==> config.mk <==
export PLATFORM = sky130hd
export DESIGN_NAME = bus_gate_arbiter_flat
export DESIGN_NICKNAME = d
export VERILOG_FILES = /design/src/rtl/bus_gate_arbiter_if.sv /design/src/rtl/bus_gate_arbiter.sv /design/src/flat_wrapper.sv
export SDC_FILE = /design/constraint.sdc
export NUM_CORES = 1
export LEC_CHECK = 0
export BUFFER_PORTS_ARGS = -buffer_cell sky130_fd_sc_hd__buf_2
export CAP_MARGIN = 10
export CORE_MARGIN = 2
export CORE_UTILIZATION = 60
export CTS_CLUSTER_SIZE = 12
export DETAILED_ROUTE_END_ITERATION = 16
export GPL_ROUTABILITY_DRIVEN = 0
export GPL_TIMING_DRIVEN = 0
export PLACE_DENSITY = 0.95
export SLEW_MARGIN = 20
export SYNTH_ARGS = -nofsm -noshare
export SYNTH_HDL_FRONTEND = slang
export SYNTH_SLANG_ARGS = --single-unit
==> constraint.sdc <==
create_clock -name Clk -period 4.1 [get_ports Clk]
set_input_delay 0.205 -clock Clk [delete_from_list [all_inputs] [get_ports Clk]]
set_output_delay 0.205 -clock Clk [all_outputs]
set_load 0.02 [all_outputs]
==> src/rtl/bus_gate_arbiter_if.sv <==
// Bus-gate arbitration interface: requests/locks in, one-hot gate select and status out.
//   req[3:0]            request per source ([3]=PC, [2]=MDR, [1]=MARMUX, [0]=ALU)
//   lock[3:0]           per-source lock, honoured only for the current owner
//   gate[3:0]           registered one-hot bus select (0 = idle)
//   grant_valid         high when gate is non-zero
//   grant_id[1:0]       index of current (or last) owner
//   contention_cnt[7:0] saturating count of multi-request cycles
// modport master: requester side; modport slave: arbiter side.
interface bus_gate_arbiter_if;
  logic [3:0] req;
  logic [3:0] lock;
  logic [3:0] gate;
  logic       grant_valid;
  logic [1:0] grant_id;
  logic [7:0] contention_cnt;

  modport master (
    output req, lock,
    input  gate, grant_valid, grant_id, contention_cnt
  );

  modport slave (
    input  req, lock,
    output gate, grant_valid, grant_id, contention_cnt
  );
endinterface

==> src/rtl/bus_gate_arbiter.sv <==
// Round-robin arbiter owning the one-hot gate select of the shared 16-bit CPU bus.
// Sources: 3=PC, 2=MDR, 1=MARMUX, 0=ALU. An unlocked owner is preempted after
// HOLD_MAX grant cycles when another source is waiting.
// Ports:
//   Clk    rising-edge clock
//   Reset  synchronous active-low reset
//   bus    bus_gate_arbiter_if.slave (req, lock in; gate, grant_valid,
//          grant_id, contention_cnt out, all registered)
// Parameter: HOLD_MAX (1..15, default 4).
// Build option: define BUS_TURNAROUND_EN to insert one dead bus cycle (TURN)
// on every change of owner.
module bus_gate_arbiter #(
  parameter int unsigned HOLD_MAX = 4
) (
  input  logic               Clk,
  input  logic               Reset,
  bus_gate_arbiter_if.slave  bus
);

  localparam int unsigned NSRC = 4;
  localparam int unsigned IW   = 2;
  localparam int unsigned HW   = 4;
  localparam int unsigned CCW  = 8;

  typedef enum logic [1:0] {
    S_IDLE  = 2'd0,
`ifdef BUS_TURNAROUND_EN
    S_TURN  = 2'd2,
`endif
    S_GRANT = 2'd1
  } state_t;

  state_t          state_q, state_d;
  logic [IW-1:0]   last_q, last_d;
  logic [HW-1:0]   hold_q, hold_d, hold_inc;
  logic [NSRC-1:0] others;
  logic [NSRC-1:0] gate_d;
  logic [CCW-1:0]  cont_d;
  logic            handover;

  function automatic logic [NSRC-1:0] onehot(input logic [IW-1:0] idx);
    logic [NSRC-1:0] r;
    r      = '0;
    r[idx] = 1'b1;
    return r;
  endfunction

  // First set bit of m searching from (from-1) downward with wrap; lower i wins.
  function automatic logic [IW-1:0] pick(input logic [NSRC-1:0] m,
                                         input logic [IW-1:0]   from);
    logic [IW-1:0] idx;
    logic [IW-1:0] sel;
    sel = from;
    for (int i = NSRC; i >= 1; i--) begin
      idx = from - IW'(i);
      if (m[idx]) sel = idx;
    end
    return sel;
  endfunction

  // Next-state, pointer, hold counter and registered-output values.
  always_comb begin
    state_d  = state_q;
    last_d   = last_q;
    hold_d   = hold_q;
    handover = 1'b0;
    others   = bus.req & ~onehot(last_q);
    hold_inc = (hold_q >= HW'(HOLD_MAX)) ? HW'(HOLD_MAX) : hold_q + HW'(1);

    case (state_q)
      S_IDLE: begin
        if (|bus.req) begin
          last_d  = pick(bus.req, last_q);
          state_d = S_GRANT;
          hold_d  = '0;
        end
      end
      S_GRANT: begin
        if (bus.req[last_q]) begin
          if (bus.lock[last_q]) begin
            hold_d = '0;
          end else begin
            hold_d = hold_inc;
            // hold_inc counts the grant cycle now ending
            if ((hold_inc == HW'(HOLD_MAX)) && (|others)) handover = 1'b1;
          end
        end else if (|others) begin
          handover = 1'b1;
        end else begin
          state_d = S_IDLE;
          hold_d  = '0;
        end
      end
`ifdef BUS_TURNAROUND_EN
      S_TURN: begin
        hold_d = '0;
        if (|bus.req) begin
          last_d  = pick(bus.req, last_q);
          state_d = S_GRANT;
        end else begin
          state_d = S_IDLE;
        end
      end
`endif
      default: begin
        state_d = S_IDLE;
        hold_d  = '0;
      end
    endcase

    if (handover) begin
      hold_d = '0;
`ifdef BUS_TURNAROUND_EN
      state_d = S_TURN;
`else
      last_d = pick(others, last_q);
`endif
    end

    gate_d = (state_d == S_GRANT) ? onehot(last_d) : '0;
    cont_d = bus.contention_cnt;
    if (($countones(bus.req) >= 2) && (bus.contention_cnt != '1))
      cont_d = bus.contention_cnt + CCW'(1);
  end

  // State and output registers.
  always_ff @(posedge Clk) begin
    if (!Reset) begin
      state_q            <= S_IDLE;
      last_q             <= '0;
      hold_q             <= '0;
      bus.gate           <= '0;
      bus.grant_valid    <= 1'b0;
      bus.grant_id       <= '0;
      bus.contention_cnt <= '0;
    end else begin
      state_q            <= state_d;
      last_q             <= last_d;
      hold_q             <= hold_d;
      bus.gate           <= gate_d;
      bus.grant_valid    <= |gate_d;
      bus.grant_id       <= last_d;
      bus.contention_cnt <= cont_d;
    end
  end

endmodule

==> src/flat_wrapper.sv <==
// flat-port wrapper written by rule: the top's interface ports become plain ports
module bus_gate_arbiter_flat 
#(
  parameter int unsigned HOLD_MAX = 4
)
  (Clk, Reset, bus_req, bus_lock, bus_gate, bus_grant_valid, bus_grant_id, bus_contention_cnt);
  bus_gate_arbiter_if bus_i ();
  input  logic Clk;
  input  logic Reset;
  input wire logic [$bits(bus_i.req)-1:0] bus_req;
  input wire logic [$bits(bus_i.lock)-1:0] bus_lock;
  output wire logic [$bits(bus_i.gate)-1:0] bus_gate;
  output wire logic [$bits(bus_i.grant_valid)-1:0] bus_grant_valid;
  output wire logic [$bits(bus_i.grant_id)-1:0] bus_grant_id;
  output wire logic [$bits(bus_i.contention_cnt)-1:0] bus_contention_cnt;
  assign bus_i.req = bus_req;
  assign bus_i.lock = bus_lock;
  assign bus_gate = bus_i.gate;
  assign bus_grant_valid = bus_i.grant_valid;
  assign bus_grant_id = bus_i.grant_id;
  assign bus_contention_cnt = bus_i.contention_cnt;
  bus_gate_arbiter #(.HOLD_MAX(HOLD_MAX)) u_core (.Clk(Clk), .Reset(Reset), .bus(bus_i));
endmodule
==> run metrics <==
result of the run=complete, no violations; number of buffers inserted by port buffering=24; max-cap violations=0; share of post-route cells with drive strength above 1=21.4%; number of buffers on the longest clock path=2; max-slew violation count=0; Overflow after GRT=0; Worst-Skew Late Latency=300 ps; share of synthesized area occupied by flip-flops and latches=28.7%; DRC violation total after the first TritonRoute iteration=37; footprint of the flip-flops and latches=420 um2; aggregate routed wire length=3360 um; GR Util met3=7.34%; Inserted Clock Buffers=3; number of enable flip-flop cells after synthesis=0; pin count of the biggest net entering global routing=12; root buf cell=clkbuf_4; layout overhead on the synthesized area=12.4%; final hold violation count=0; Required @ worst endpoint=4340 ps; most frequent standard cell in the layout excluding fill and tap cells=buf_2; hold crit path type=in -> reg; setup slack of the most critical reg-to-reg path=1170 ps; worst hold margin=194 ps; ANT cells=0; max-slew headroom at the worst pin=61.5%; maximum frequency from static timing analysis=341 MHz; FP Rows=17; number of I/O pins=25; count of instances resized after the clock tree is built=0; Worst Path Class, Setup=reg -> reg; number of placed cells counting well taps=220; Post-CTS Hold Fix Bufs=0; met2 GRT Util=46.3%; number of H-tree levels=1; vias after detailed routing=1401; CTS tree=built; area of the core region=0.00225 mm2; average cell area after synthesis=8.71 um2; startpoint kind of the worst setup timing path=register; fill cell instance count of the final layout=170; YS warnings=0; nets@finish=218; utilization after layout=72.9%; endpoints failing setup=0; Async S/R FF share, synth=0%; area of combinational cells with multiple inputs=973 um2; wire length of the first global-routing pass=5490 um; Setup Skew=4.31 ps; number of clock sinks=21; detailed-routing iteration count for the pre-antenna-repair pass=4; number of buffers inserted by post-CTS setup repair=0; Final Non-Filler Cells=224; count of cell types in the netlist=54; commonest cells after routing, fill and taps aside=27 x buf_2, 21 x dfxtp_1, 10 x o21ai_0, 10 x a21oi_1, 10 x ha_1; detailed placement HPWL=2580 um; synthesized area=0.00146 mm2; pin slew with the least headroom to its limit=569 ps; mean number of vias per cell=6.25; minimum period implied by the final worst setup slack=2930 ps; hold path cells=2; layer with the highest usage after global routing=met2; total leakage power=0.741 nW; HP Start=Reset; Setup TNS Final=0 ps; end point of the worst hold path=u_core.bus.grant_valid; number of global-route vias before repair=1337; die boundary height=53.4 um; Die ar.=0.00285 mm2; clock transition time at the flip-flop clock pins of the worst setup and hold paths=110 ps; M1 GR Usage=29.6%; capture instance of the worst register-to-register path=u_core.bus.gate[0]; arrival time reported for the critical path endpoint=3170 ps; routed length per instance=15.0 um; starting density of the core=64.9%; RSZ-0062 raised after global routing=false; count of unresolved DRC violations after routing=0; net count of the mapped netlist=189; width of the die=53.4 um; cell count after synthesis=168; Worst Reg2Reg Path Length in Cells=10; top flip-flop cell by instance count after synthesis=dfxtp_1; maximum ir drop on the vdd rail=0.338 mV; peak fanout along the critical path=10; PwrDens=327 mW/mm2; GRT Overall Usage=26.3%; number of register bits inferred by synthesis=21; antenna violations before repair=0; share of the clock period used by the worst path=71.4%; Crit. End Element=register; reg-to-reg startpoint=u_core.bus.grant_id[0]; number of antenna-violating nets in the routed design=0
## where the power goes
part	internal, mW	switching [mW]
logic	0.0834	0.128
clock network	0.0379	0.0576
registers	0.218	0.0128
## cell families after synthesis
logic type | count (synthesis) | synth area share, %
AOI/OAI and AO/OA | 46 | 22.0
xor gates and xnor gates | 7 | 4.19
adders and majority gates | 11 | 9.92
buffers and inverters | 15 | 4.70
DFF | 21 | 28.7
muxes | 7 | 6.76
other | 1 | 0.256
and+or+nand+nor | 60 | 23.4
## stage by stage
step                      area (um2)  setup WS (ps)  total power [mW]
after floorplan                 1460           1530             0.387
after detailed placement        1620           1290             0.441
after global placement          1620           1380             0.428
final                           1640           1170             0.537
after CTS                       1640           1260             0.536
after global routing            1640            979             0.571
## worst max-delay path, cell delays in order, from the launching register on
cell and delay, ps:
dfxtp_1 460, buf_2 260, inv_1 150, ha_1 360, clkbuf_1 370, nand2_1 100
a31o_2 250, a221oi_1 260, o21ai_0 210, a21bo_2 240, and3b_1 200
## synth_stat cells (3+ instances only)
master | number | area share, %
nor2b_1 | 4 | 1.7
a21boi_0 | 3 | 1.5
xnor2_1 | 5 | 3.0
nor2_1 | 9 | 2.3
buf_2 | 3 | 1.0
and3_1 | 4 | 1.7
ha_1 | 10 | 8.6
a31oi_1 | 3 | 1.3
nand2_1 | 9 | 2.3
a21oi_1 | 10 | 3.4
nand3_1 | 3 | 1.0
o21ai_0 | 10 | 3.4
nand4_1 | 3 | 1.3
dfxtp_1 | 21 | 29
nand2b_1 | 7 | 3.0
mux2_2 | 3 | 2.3
nor3_1 | 3 | 1.0
and2_1 | 8 | 3.4
inv_1 | 8 | 2.1
## sequential cells by signal, summed over array words and instances (netlist names)
name,cells
u_core.bus.contention_cnt,8
u_core.bus.gate,4
u_core.bus.grant_id,2
u_core.bus.grant_valid,1
u_core.hold_q,4
u_core.state_q,2
## worst max-delay path by stage
stage | startpoint | endpoint | cells past startpoint
floorplan | u_core.bus.grant_id[0] | u_core.bus.gate[0] | 9
global placement | u_core.bus.grant_id[0] | u_core.bus.gate[0] | 10
detailed placement | u_core.bus.grant_id[0] | u_core.bus.gate[0] | 10
CTS | u_core.bus.grant_id[0] | u_core.bus.gate[0] | 10
global route | u_core.bus.grant_id[0] | u_core.bus.gate[1] | 9
finish | u_core.bus.grant_id[0] | u_core.bus.gate[0] | 10
## layout make-up
type                            count  share of cell area [%]
Sequential cell                    21                    25.6
Multi-Input combinational cell    132                    59.2
Inverter                            9                    2.13
Tap cell                           28                    2.13
Clock buffer                        4                    1.60
Timing Repair Buffer               24                    7.31
Buffer                              6                    2.05
## metal layers
metal,up-vias,part of all wire [%]
met5,-,0
met4,0,1.8
met3,10,8.5
met2,74,50
met1,643,40
li1,674,-
Note: power is estimated with default switching activity, not from simulation.
